**src/rtl/uart_rx.sv**
```systemverilog
// 8N1 UART receiver with a valid/ready byte output, framing and overrun flags.
// Define UART_RX_PARITY_EN to receive 8E1 frames with parity checking instead.
module uart_rx #(
    parameter int clks_per_bit = 5200
) (
    input  logic       clk,
    input  logic       rst,
    input  logic       rx,
    output logic [7:0] data,
    output logic       valid,
    input  logic       ready,
    output logic       frame_err,
    output logic       overrun,
    output logic       parity_err
);

    localparam int CW = (clks_per_bit > 1) ? $clog2(clks_per_bit) : 1;
    localparam int HALF = clks_per_bit / 2;
    localparam logic [CW-1:0] CNT_BIT_LAST = CW'(clks_per_bit - 1);
    localparam logic [CW-1:0] CNT_HALF_LAST = CW'(HALF - 1);

    typedef enum logic [2:0] {
        IDLE,
        START,
        DATA,
        PARITY,
        STOP
    } state_t;

    state_t      state_q;
    logic [CW-1:0] cnt_q;
    logic [CW-1:0] cnt_d;
    logic [2:0]  idx_q;
    logic [7:0]  shift_q;
    logic [7:0]  data_q;
    logic        valid_q;
    logic        frame_err_q;
    logic        overrun_q;

    logic        rx_meta_q;
    logic        rx_s_q;
    logic        rx_prev_q;

    logic        rx_fall;
    logic        bit_last;
    logic        half_last;
    logic        stop_tick;
    logic        par_bad;
    logic        byte_done;
    logic        accept;

    // Two-flop synchroniser plus one delayed copy for edge detection.
    // Preset to 1 so reset release on an idle line never looks like a start edge.
    always_ff @(posedge clk or posedge rst) begin
        if (rst) begin
            rx_meta_q <= 1'b1;
            rx_s_q    <= 1'b1;
            rx_prev_q <= 1'b1;
        end else begin
            rx_meta_q <= rx;
            rx_s_q    <= rx_meta_q;
            rx_prev_q <= rx_s_q;
        end
    end

    assign rx_fall   = rx_prev_q & ~rx_s_q;
    assign cnt_d     = cnt_q + 1'b1;
    assign bit_last  = (cnt_q == CNT_BIT_LAST);
    assign half_last = (cnt_q == CNT_HALF_LAST);
    assign stop_tick = (state_q == STOP) && bit_last;
    assign accept    = valid_q & ready;

`ifdef UART_RX_PARITY_EN
    logic par_q;
    logic parity_err_q;

    // Even parity: data bits and parity bit together must XOR to zero.
    assign par_bad    = ^{par_q, shift_q};
    assign parity_err = parity_err_q;
`else
    assign par_bad    = 1'b0;
    assign parity_err = 1'b0;
`endif

    assign byte_done = stop_tick & rx_s_q & ~par_bad;

    always_ff @(posedge clk or posedge rst) begin
        if (rst) begin
            state_q     <= IDLE;
            cnt_q       <= '0;
            idx_q       <= '0;
            shift_q     <= '0;
            data_q      <= '0;
            valid_q     <= 1'b0;
            frame_err_q <= 1'b0;
            overrun_q   <= 1'b0;
`ifdef UART_RX_PARITY_EN
            par_q        <= 1'b0;
            parity_err_q <= 1'b0;
`endif
        end else begin
            frame_err_q <= 1'b0;
`ifdef UART_RX_PARITY_EN
            parity_err_q <= 1'b0;
`endif

            case (state_q)
                IDLE: begin
                    cnt_q <= '0;
                    if (rx_fall) begin
                        state_q <= START;
                    end
                end

                START: begin
                    if (half_last) begin
                        cnt_q <= '0;
                        idx_q <= '0;
                        state_q <= rx_s_q ? IDLE : DATA;
                    end else begin
                        cnt_q <= cnt_d;
                    end
                end

                DATA: begin
                    if (bit_last) begin
                        cnt_q <= '0;
                        shift_q[idx_q] <= rx_s_q;
                        if (idx_q == 3'd7) begin
`ifdef UART_RX_PARITY_EN
                            state_q <= PARITY;
`else
                            state_q <= STOP;
`endif
                        end else begin
                            idx_q <= idx_q + 3'd1;
                        end
                    end else begin
                        cnt_q <= cnt_d;
                    end
                end

`ifdef UART_RX_PARITY_EN
                PARITY: begin
                    if (bit_last) begin
                        cnt_q   <= '0;
                        par_q   <= rx_s_q;
                        state_q <= STOP;
                    end else begin
                        cnt_q <= cnt_d;
                    end
                end
`endif

                STOP: begin
                    if (bit_last) begin
                        cnt_q       <= '0;
                        frame_err_q <= ~rx_s_q;
`ifdef UART_RX_PARITY_EN
                        parity_err_q <= par_bad;
`endif
                        state_q <= IDLE;
                    end else begin
                        cnt_q <= cnt_d;
                    end
                end

                default: begin
                    cnt_q   <= '0;
                    state_q <= IDLE;
                end
            endcase

            // A completing byte replaces the held one only if the slot is free
            // or being emptied on this very edge; otherwise it is lost.
            if (byte_done) begin
                if (!valid_q || ready) begin
                    data_q  <= shift_q;
                    valid_q <= 1'b1;
                end else begin
                    overrun_q <= 1'b1;
                end
            end else if (accept) begin
                valid_q   <= 1'b0;
                overrun_q <= 1'b0;
            end
        end
    end

    assign data      = data_q;
    assign valid     = valid_q;
    assign frame_err = frame_err_q;
    assign overrun   = overrun_q;

endmodule

```
**config.mk**
```make
export PLATFORM = sky130hd
export DESIGN_NAME = uart_rx
export DESIGN_NICKNAME = d
export VERILOG_FILES = /design/src/rtl/uart_rx.sv
export SDC_FILE = /design/constraint.sdc
export NUM_CORES = 1
export LEC_CHECK = 0
export ABC_AREA = 1
export BUFFER_PORTS_ARGS = -buffer_cell sky130_fd_sc_hd__buf_4
export CELL_PAD_IN_SITES_DETAIL_PLACEMENT = 1
export CELL_PAD_IN_SITES_GLOBAL_PLACEMENT = 2
export CORE_UTILIZATION = 35
export DETAILED_ROUTE_END_ITERATION = 10
export HOLD_SLACK_MARGIN = 0.1
export PLACE_DENSITY_LB_ADDON = 0.25
export SLEW_MARGIN = 20
export SYNTH_ARGS = -nofsm -noshare
export SYNTH_HDL_FRONTEND = slang
export SYNTH_SLANG_ARGS = --single-unit
```
**constraint.sdc**
```tcl
create_clock -name clk -period 1.8 [get_ports clk]
set_clock_uncertainty 0.05 [all_clocks]
set_input_delay 0.36 -clock clk [delete_from_list [all_inputs] [get_ports clk]]
set_output_delay 0.36 -clock clk [all_outputs]
set_load 0.02 [all_outputs]
```
==> results.sh, run 1 <==
export IMPL_timing_fmax_mhz=598.9
export IMPL_critical_path_class="reg2reg"
export IMPL_drive_gt1_share_pct=18.67
export IMPL_overflow=0
export IMPL_die_h_um=82.15
export IMPL_grt_usage_pct=17.59
export IMPL_slew_viol_final=0
export IMPL_finalWirelength_um=5310
export IMPL_crit_path_start_kind="flip-flop"
export IMPL_ys_warn_count=0
export IMPL_start_util_pct=37.10
export IMPL_hold_viol=0
export IMPL_antenna_found_initial=0
export IMPL_p_per_area_mw_per_mm2=977.4
export IMPL_via_count=1873
export IMPL_r2r_setup_slack_ns=0.13
export IMPL_clock_power_share_pct=29.0
export IMPL_synth_top_family_by_area="simple AND/OR/NAND/NOR gates"
export IMPL_grt_setup_unrepaired="yes"
export IMPL_root_buffer="clkbuf_8"
export IMPL_clock_latency_ns=0.30
export IMPL_synth_adder_area_share_pct=1.669
export IMPL_rr_worst_depth=8
export IMPL_drt_iter0_markers=100
export IMPL_grt_pass1_vias=1920
export IMPL_ys_ff_latch=41
export IMPL_fin_nets=323
export IMPL_grt_first_pass_wirelength_um=8804
export IMPL_syn_avg_cell_area_um2=7.674
export IMPL_fin_setup_tns_ns=0
export IMPL_ys_seq_area_share_pct=45.80
export IMPL_cts_tree="built"
export IMPL_first_pass_iters=4
export IMPL_placed_cells=382
export IMPL_core_area_mm2=0.006061
export IMPL_hpwl_um=3981
export IMPL_gp_congestion=0.7696
export IMPL_via_per_inst=4.790
export IMPL_clockBufferDepth=2
export IMPL_reg2reg_from="cnt_q[0]"
export IMPL_finalCriticalPeriod_ns=1.670
export IMPL_yosysTopAreaCellShare_pct=42.29
export IMPL_finalSetupViolCount=0
export IMPL_cts_sink_count=41
export IMPL_maxSlewHeadroom_pct=63.76
export IMPL_place_ws_ns=0.07164
export IMPL_fin_cells=391
export IMPL_ant_nets=0
export IMPL_grt_max_degree=42
export IMPL_reg2reg_to="cnt_q[7]"
export IMPL_switching_share_pct=36.37
export IMPL_ys_types=29
export IMPL_hold_path_class="in2async"
export IMPL_timing_final_ws_setup_ns=0.1301
export IMPL_critPathArrivalTime_ns=1.80
export IMPL_required_ns=1.93
export IMPL_area_growth_pct=14.80
export IMPL_synth_area_mux_share_pct=0
export IMPL_cap_violations=0
export IMPL_synthArstFlopShare_pct=100.0
export IMPL_holdWs_ns=0.1580
export IMPL_yosys_area_share_simple_pct=40.01
export IMPL_syn_num_nets=300
export IMPL_synth_area_leader_cell="dfrtp_1"
export IMPL_portBuffers=14
export IMPL_endpoint_kind="flip-flop"
export IMPL_synth_area_mm2=0.002248
export IMPL_ios=16
export IMPL_wire_per_inst_um=13.58
export IMPL_p_total_uw=2523
export IMPL_cts_buffers=5
export IMPL_die_w_um=82.15
export IMPL_leakage_uw=0.001288
export IMPL_path_clk_slew_ns=0.08
export IMPL_internal_power_uw=1605
export IMPL_drc_errors=0
export IMPL_diodes=0
export IMPL_synthTopCellsByArea="dfrtp_1 (42%), nand2_1 (13%), nor2_1 (7.2%)"
export IMPL_post_route_period_util_pct=92.77
export IMPL_worst_slew_pin_slew_ns=0.5436
export IMPL_htree_num_levels=2
export IMPL_synth_flop_cell="dfrtp_1"
export IMPL_synth_compound_area_share_pct=1.948
export IMPL_synth_cells=293
export IMPL_p_seq_share_pct=41.7
export IMPL_cp_max_fo=9
export IMPL_p_switching_uw=917.6
export IMPL_die_area_mm2=0.006749
export IMPL_ir_worst_vdd_v=0.0004600
export IMPL_status="finished clean"
export IMPL_synth_edf_count=0
export IMPL_fp_row_count=28
export IMPL_power_frac_comb_pct=29.3
export IMPL_synth_xor_xnor_area_share_pct=1.948
## layer usage
layer / vias up / global-route usage [%] / share of wire, %
met2: 23 / 29.26 / 47
met3: 5 / 3.626 / 2.6
met1: 874 / 22.69 / 50
li1: 971 / - / -
met5: - / 0 / 0
met4: 0 / 5.789 / 1.0
## synth_stat cells (3+ instances only)
library cell  count
ha_1              3
inv_1            34
nand4_1          15
nor2_2           10
o21ai_0           5
nand3_2           5
nor2_1           43
nor3_1            3
dfstp_2           3
dfrtp_1          38
nand2_1          80
nand2_2           3
nand3_1          25
xor2_1            4
## area by class of cell
cell class              count  area (um^2)
fillers                   769         3480
multi-input cells         208         1042
flip-flops and latches     41         1030
repair buffers             21        160.2
inverters                  39        151.4
well taps                  75        93.84
clock buffers               5        68.82
clock inverters             2        35.03
## power groups by stage
| stage | clock network, uW | logic (uW) | registers (uW) |
|---|---|---|---|
| floorplan | 0 | 568 | 1060 |
| global placement | 0 | 733 | 1070 |
| detailed placement | 0 | 749 | 1070 |
| CTS | 761 | 753 | 1050 |
| global route | 793 | 844 | 1060 |
| finish | 732 | 740 | 1050 |
## worst max-delay path by stage
| stage | start | slack, ns | to | cells after the start |
|---|---|---|---|---|
| floorplan | cnt_q[0] | 0.39 | cnt_q[10] | 8 |
| global placement | cnt_q[0] | 0.09 | data[7] | 8 |
| detailed placement | cnt_q[0] | 0.07 | data[5] | 8 |
| CTS | cnt_q[0] | 0.04 | data[1] | 8 |
| global route | cnt_q[0] | -0.02 | shift_q[5] | 8 |
| finish | cnt_q[0] | 0.13 | cnt_q[7] | 8 |
## through the flow
step	area [um^2]	util (%)
4_1_cts	2550	42.07
6_report	2581	42.59
3_3_place_gp	2446	40.36
3_5_place_dp	2446	40.36
5_1_grt	2581	42.59
2_1_floorplan	2248	-
## state kept, by name, indices dropped and copies added, names as in the netlist
name	cells
data	8
overrun	1
rx_prev_q	1
shift_q	8
idx_q	3
cnt_q	13
valid	1
frame_err	1
state_q	3
rx_meta_q	1
rx_s_q	1
## repair_timing
action	CTS	global route
hold buffers	0	1
setup buffers	0	1
resized for setup	0	3
endpoints found under the hold margin	0	1
endpoints found under the setup margin	0	13
## placed cells by master, fill, tap and decap left out, drive strengths merged
| master | netlist | layout |
|---|---|---|
| inv | 37 | 37 |
| o21ai | 6 | 6 |
| nand4 | 16 | 16 |
| ha | 3 | 3 |
| nand3b | 2 | 2 |
| dlygate4sd3 | 0 | 1 |
| dfstp | 3 | 3 |
| clkinv | 2 | 3 |
| xor2 | 4 | 4 |
| conb | 1 | 1 |
| xnor2 | 1 | 1 |
| nand2 | 85 | 85 |
| a21oi | 2 | 2 |
| clkbuf | 1 | 5 |
| buf | 4 | 20 |
| nor3 | 3 | 3 |
| bufinv | 0 | 1 |
| nand3 | 30 | 30 |
| dfrtp | 38 | 38 |
| nor2 | 55 | 55 |
## critical path, cell delays in order, from the launching register on
cell,delay [ns]
dfrtp_1,0.38
ha_1,0.22
nand3_1,0.15
nor2_1,0.18
nand2_2,0.19
nand2_4,0.14
nand2_4,0.08
inv_6,0.11
nor2_1,0.06
## kinds of logic (layout without fill, tap and decap cells)
kind of cell             Yosys count  after routing
flip-flops                        41             41
buffers and inverters             44             67
AO/OA/AOI/OAI                      8              8
other                              1              1
adder cells (fa/ha/maj)            3              3
AND/OR/NAND/NOR                  191            191
XOR/XNOR                           5              5
No activity file was read; power rests on OpenSTA's default activity.
==> run 2, diff against run 1 <==
PLACE_DENSITY_LB_ADDON = 0.2   (was 0.25)
==> run 2 against run 1 <==
  * Critical path depth unchanged
  * Global-route usage increased by 0.40 points
  * Non-clock buffer count unchanged
  * Clock-buffer cell count unchanged
  * Via count increased by 0.37%
  * Sequential power about the same
  * Sequential share of layout area increased by 0.12 points
  * Routed wire length decreased by 1.6%
  * Sequential cell count unchanged
  * Largest cell class unchanged
  * Worst hold slack got worse by 0.011 ns
==> results.sh, run 2 (synthesis gave the netlist of run 1 again) <==
export IMPL_cap_violations=0
export IMPL_critPathArrivalTime_ns=1.78
export IMPL_clock_latency_ns=0.29
export IMPL_die_area_mm2=0.006749
export IMPL_status="finished clean"
export IMPL_fin_nets=323
export IMPL_worst_slew_pin_slew_ns=0.5442
export IMPL_grt_pass1_vias=1921
export IMPL_post_route_period_util_pct=91.58
export IMPL_finalSetupViolCount=0
export IMPL_hpwl_um=3916
export IMPL_core_area_mm2=0.006061
export IMPL_clockBufferDepth=2
export IMPL_drc_errors=0
export IMPL_htree_num_levels=2
export IMPL_start_util_pct=37.10
export IMPL_cpPeakStageDelay_ns=0.37
export IMPL_diodes=0
export IMPL_first_pass_iters=4
export IMPL_crit_path_start_kind="flip-flop"
export IMPL_fin_cells=392
export IMPL_required_ns=1.93
export IMPL_root_buffer="clkbuf_8"
export IMPL_critical_path_class="reg2reg"
export IMPL_top_register="cnt_q"
export IMPL_slew_viol_final=0
export IMPL_cts_tree="built"
export IMPL_ant_nets=0
export IMPL_maxSlewHeadroom_pct=63.72
export IMPL_via_count=1880
export IMPL_placed_cells=382
export IMPL_via_per_inst=4.796
export IMPL_path_clk_slew_ns=0.08
export IMPL_hold_viol=0
export IMPL_crit_chain="ha_2 > nand2_1 > nor2_1 > nand3_2 > nand2_2 > nand2_4 > inv_6 > nor2_1"
export IMPL_largest_register_ffs=13
export IMPL_overflow=0
export IMPL_gp_congestion=0.7584
export IMPL_area_growth_pct=14.47
export IMPL_ir_worst_vdd_v=0.0005429
export IMPL_cp_common_cell="nor2_1"
export IMPL_ios=16
export IMPL_mostFrequentLayoutCell="nand2_1"
export IMPL_drive_gt1_share_pct=19.56
export IMPL_critPathSlowestCell="dfrtp_1"
export IMPL_grt_usage_pct=17.99
export IMPL_finalWirelength_um=5224
export IMPL_finalCriticalPeriod_ns=1.648
export IMPL_grt_max_degree=42
export IMPL_leakage_uw=0.001275
export IMPL_grt_first_pass_wirelength_um=9183
export IMPL_fin_setup_tns_ns=0
export IMPL_cts_buffers=5
export IMPL_cp_max_fo=10
export IMPL_fp_row_count=28
export IMPL_hold_path_class="in2async"
export IMPL_final_cell_mix="nand2_1 (80), nor2_1 (40), dfrtp_1 (38), inv_1 (34), nand3_1 (25)"
export IMPL_timing_fmax_mhz=606.6
export IMPL_antenna_found_initial=0
export IMPL_portBuffers=14
export IMPL_wire_per_inst_um=13.33
export IMPL_grt_setup_unrepaired="no"
export IMPL_cts_sink_count=41
export IMPL_die_h_um=82.15
export IMPL_die_w_um=82.15
export IMPL_drt_iter0_markers=61
export IMPL_endpoint_kind="flip-flop"
export IMPL_p_per_area_mw_per_mm2=936.8
run 2: changes by cell type in the layout (fill, tap and decap cells not counted), sizes merged:
cell      change
bufinv        -1
clkinv        +1
clkinvlp      +1
run 2: layer usage:
| metal | wire length [um] | track usage (%) |
|---|---|---|
| met1 | 2778 | 25.65 |
| met2 | 2299 | 27.77 |
| met3 | 105 | 3.956 |
| met4 | 40 | 3.684 |
| met5 | 0 | 0 |
run 2: cell type report:
type / instances / area [um^2]
clock inverters: 3 / 17.52
inverters: 39 / 151.4
repair buffers: 21 / 160.2
flip-flops and latches: 41 / 1030
fillers: 771 / 3487
well taps: 75 / 93.84
clock buffers: 5 / 68.82
multi-input cells: 208 / 1052
run 2: report_power, final:
| group | switching, uW | leakage [uW] | internal, uW |
|---|---|---|---|
| clock | 337 | 0.0000439 | 268 |
| sequential | 58.6 | 0.000556 | 992 |
| combinational | 531 | 0.000675 | 223 |
| total | 927 | 0.00127 | 1480 |
run 2: path summary, 6_finish.rpt:
path / startpoint / endpoint / slack [ns] / cells past startpoint
hold reg to reg: rx_meta_q / rx_s_q / 0.31 / 0
min in group clk: ready / overrun / 0.27 / 4
max in group asynchronous: rst / rx_s_q / 1.16 / 3
setup reg to reg: cnt_q[0] / cnt_q[10] / 0.15 / 8
hold / removal: rst / overrun / 0.15 / 3
setup / recovery: cnt_q[0] / cnt_q[10] / 0.15 / 8
run 2: through the flow:
step / worst slack, ns / hold WS (ns) / area (um^2) / power [uW] / util, %
6_report: 0.1515 / 0.1469 / 2574 / 2411 / 42.46
5_1_grt: 0.006797 / 0.2089 / 2574 / 2606 / 42.46
4_1_cts: 0.09147 / 0.1080 / 2532 / 2442 / 41.78
3_5_place_dp: 0.1158 / 0.3004 / 2446 / 1818 / 40.36
3_3_place_gp: 0.1151 / 0.2986 / 2446 / 1801 / 40.36
2_1_floorplan: 0.3870 / 0.2952 / 2248 / 1627 / -
run 2: timing repair:
item / in CTS / in global routing
buffers inserted: 0 / 1
setup endpoints to repair: 0 / 12
hold buffers: 0 / 1
hold endpoints to repair: 0 / 1
resized for setup: 0 / 6
run 2: critical path: cells and delay by family (launching register included):
kind | cells | cell delay (ns)
flip-flops | 1 | 0.37
AND/OR/NAND/NOR | 6 | 0.79
adder cells (fa/ha/maj) | 1 | 0.21
buffers and inverters | 1 | 0.11
==> run 3, diff against run 2 <==
PLACE_DENSITY = 0.83   (was default)
PLACE_DENSITY_LB_ADDON = default   (was 0.2)
==> run 3 against run 2 <==
  * Routed wire length is 0.21% lower
  * Final cell count shrank 0.51%
  * Utilization decreased by 0.33 points
  * Non-clock buffer count shrank 2
  * Clock-buffer cell count did not move
  * Critical path type unchanged
==> results.sh, run 3 (synthesis gave the netlist of run 1 again) <==
export IMPL_status="finished clean"
export IMPL_endpoint_kind="flip-flop"
export IMPL_timing_fmax_mhz=603.4
export IMPL_antenna_found_initial=0
export IMPL_fin_cells=390
export IMPL_leakage_uw=0.001266
export IMPL_finalSetupViolCount=0
export IMPL_htree_num_levels=2
export IMPL_largest_register_ffs=13
export IMPL_die_w_um=82.15
export IMPL_drive_gt1_share_pct=19.05
export IMPL_area_growth_pct=13.58
export IMPL_via_count=1847
export IMPL_grt_first_pass_wirelength_um=8783
export IMPL_cp_common_cell="nor2_1"
export IMPL_die_area_mm2=0.006749
export IMPL_final_cell_mix="nand2_1 (80), nor2_1 (40), dfrtp_1 (38), inv_1 (34), nand3_1 (25)"
export IMPL_first_pass_iters=4
export IMPL_core_area_mm2=0.006061
export IMPL_portBuffers=14
export IMPL_cp_max_fo=10
export IMPL_start_util_pct=37.10
export IMPL_overflow=0
export IMPL_via_per_inst=4.736
export IMPL_fin_nets=321
export IMPL_path_clk_slew_ns=0.08
export IMPL_grt_usage_pct=17.32
export IMPL_fill_cells=774
export IMPL_cts_buffers=5
export IMPL_cts_sink_count=41
export IMPL_post_route_period_util_pct=92.07
export IMPL_critPathArrivalTime_ns=1.79
export IMPL_crit_path_start_kind="flip-flop"
export IMPL_hpwl_um=3860
export IMPL_finalCriticalPeriod_ns=1.657
export IMPL_clockBufferDepth=2
export IMPL_grt_pass1_vias=1858
export IMPL_ios=16
export IMPL_mostFrequentLayoutCell="nand2_1"
export IMPL_ant_nets=0
export IMPL_holdWs_ns=0.1466
export IMPL_cts_tree="built"
export IMPL_fp_row_count=28
export IMPL_diodes=0
export IMPL_root_buffer="clkbuf_8"
export IMPL_finalWirelength_um=5213
export IMPL_drc_errors=0
export IMPL_clock_latency_ns=0.30
export IMPL_top_register="cnt_q"
export IMPL_p_per_area_mw_per_mm2=947.9
export IMPL_grt_max_degree=42
export IMPL_placed_cells=381
export IMPL_maxSlewHeadroom_pct=65.20
export IMPL_hold_viol=0
export IMPL_ir_worst_vdd_v=0.0005370
export IMPL_critPathSlowestCell="dfrtp_1"
export IMPL_crit_chain="ha_2 > nand2_1 > nor2_1 > nand3_2 > nand2_2 > nand2_4 > inv_6 > nor2_1"
export IMPL_required_ns=1.93
export IMPL_r2r_setup_slack_ns=0.14
export IMPL_cap_violations=0
export IMPL_critical_path_class="reg2reg"
export IMPL_slew_viol_final=0
export IMPL_gp_congestion=0.7888
export IMPL_hold_path_class="in2async"
export IMPL_drt_iter0_markers=62
export IMPL_die_h_um=82.15
export IMPL_timing_final_ws_setup_ns=0.1427
export IMPL_place_ws_ns=0.06643
export IMPL_wire_per_inst_um=13.37
export IMPL_cpPeakStageDelay_ns=0.39
export IMPL_worst_slew_pin_slew_ns=0.5219
run 3: per-layer routing:
metal  up-vias  global-route usage (%)  part of all wire, %
met2        19                   26.94                   44
met5         -                       0                    0
met3         7                   3.297                  2.3
met4         0                   5.789                  1.3
li1        961                       -                    -
met1       860                   24.01                   52
run 3: area by class of cell:
type | count | area [um^2] | share of cell area [%]
clock buffers | 5 | 68.82 | 2.695
clock inverters | 3 | 17.52 | 0.6859
inverters | 39 | 151.4 | 5.928
multi-input cells | 208 | 1047 | 41.01
flip-flops and latches | 41 | 1030 | 40.32
well taps | 75 | 93.84 | 3.675
repair buffers | 19 | 145.1 | 5.683
run 3: timing repair:
item,in CTS,in global routing
setup buffers,0,0
hold buffers,1,0
resized for setup,0,5
setup endpoints to repair,0,11
hold endpoints to repair,1,0
run 3: critical path: cells and delay by family, from the launching register on:
family	cells	cell delay (ns)
fa+ha+maj	1	0.22
buf+inv	1	0.11
flops	1	0.39
simple gates	6	0.76
run 3: per-stage QoR:
step	total power (uW)	area (um^2)	utilization (%)	TNS (ns)
detailed placement	1823	2439	40.24	0
CTS	2449	2535	41.82	0
floorplan	1627	2248	-	0
global route	2593	2554	42.13	-0.02593
global placement	1799	2439	40.24	0
finish	2421	2554	42.13	0
run 3: final timing paths:
| check | cells past startpoint | from | to |
|---|---|---|---|
| worst max-delay path | 8 | cnt_q[0] | cnt_q[0] |
| worst min-delay path | 3 | rst | cnt_q[4] |
| worst max register to register | 8 | cnt_q[0] | cnt_q[0] |
| worst min register to register | 0 | rx_meta_q | rx_s_q |
| max in group asynchronous | 3 | rst | rx_meta_q |
| min in group clk | 4 | ready | overrun |
run 3: power by group:
| part | internal, uW | switching (uW) | leakage [uW] |
|---|---|---|---|
| clock network | 268 | 341 | 0.0000439 |
| registers | 992 | 64.5 | 0.000556 |
| logic | 214 | 540 | 0.000666 |
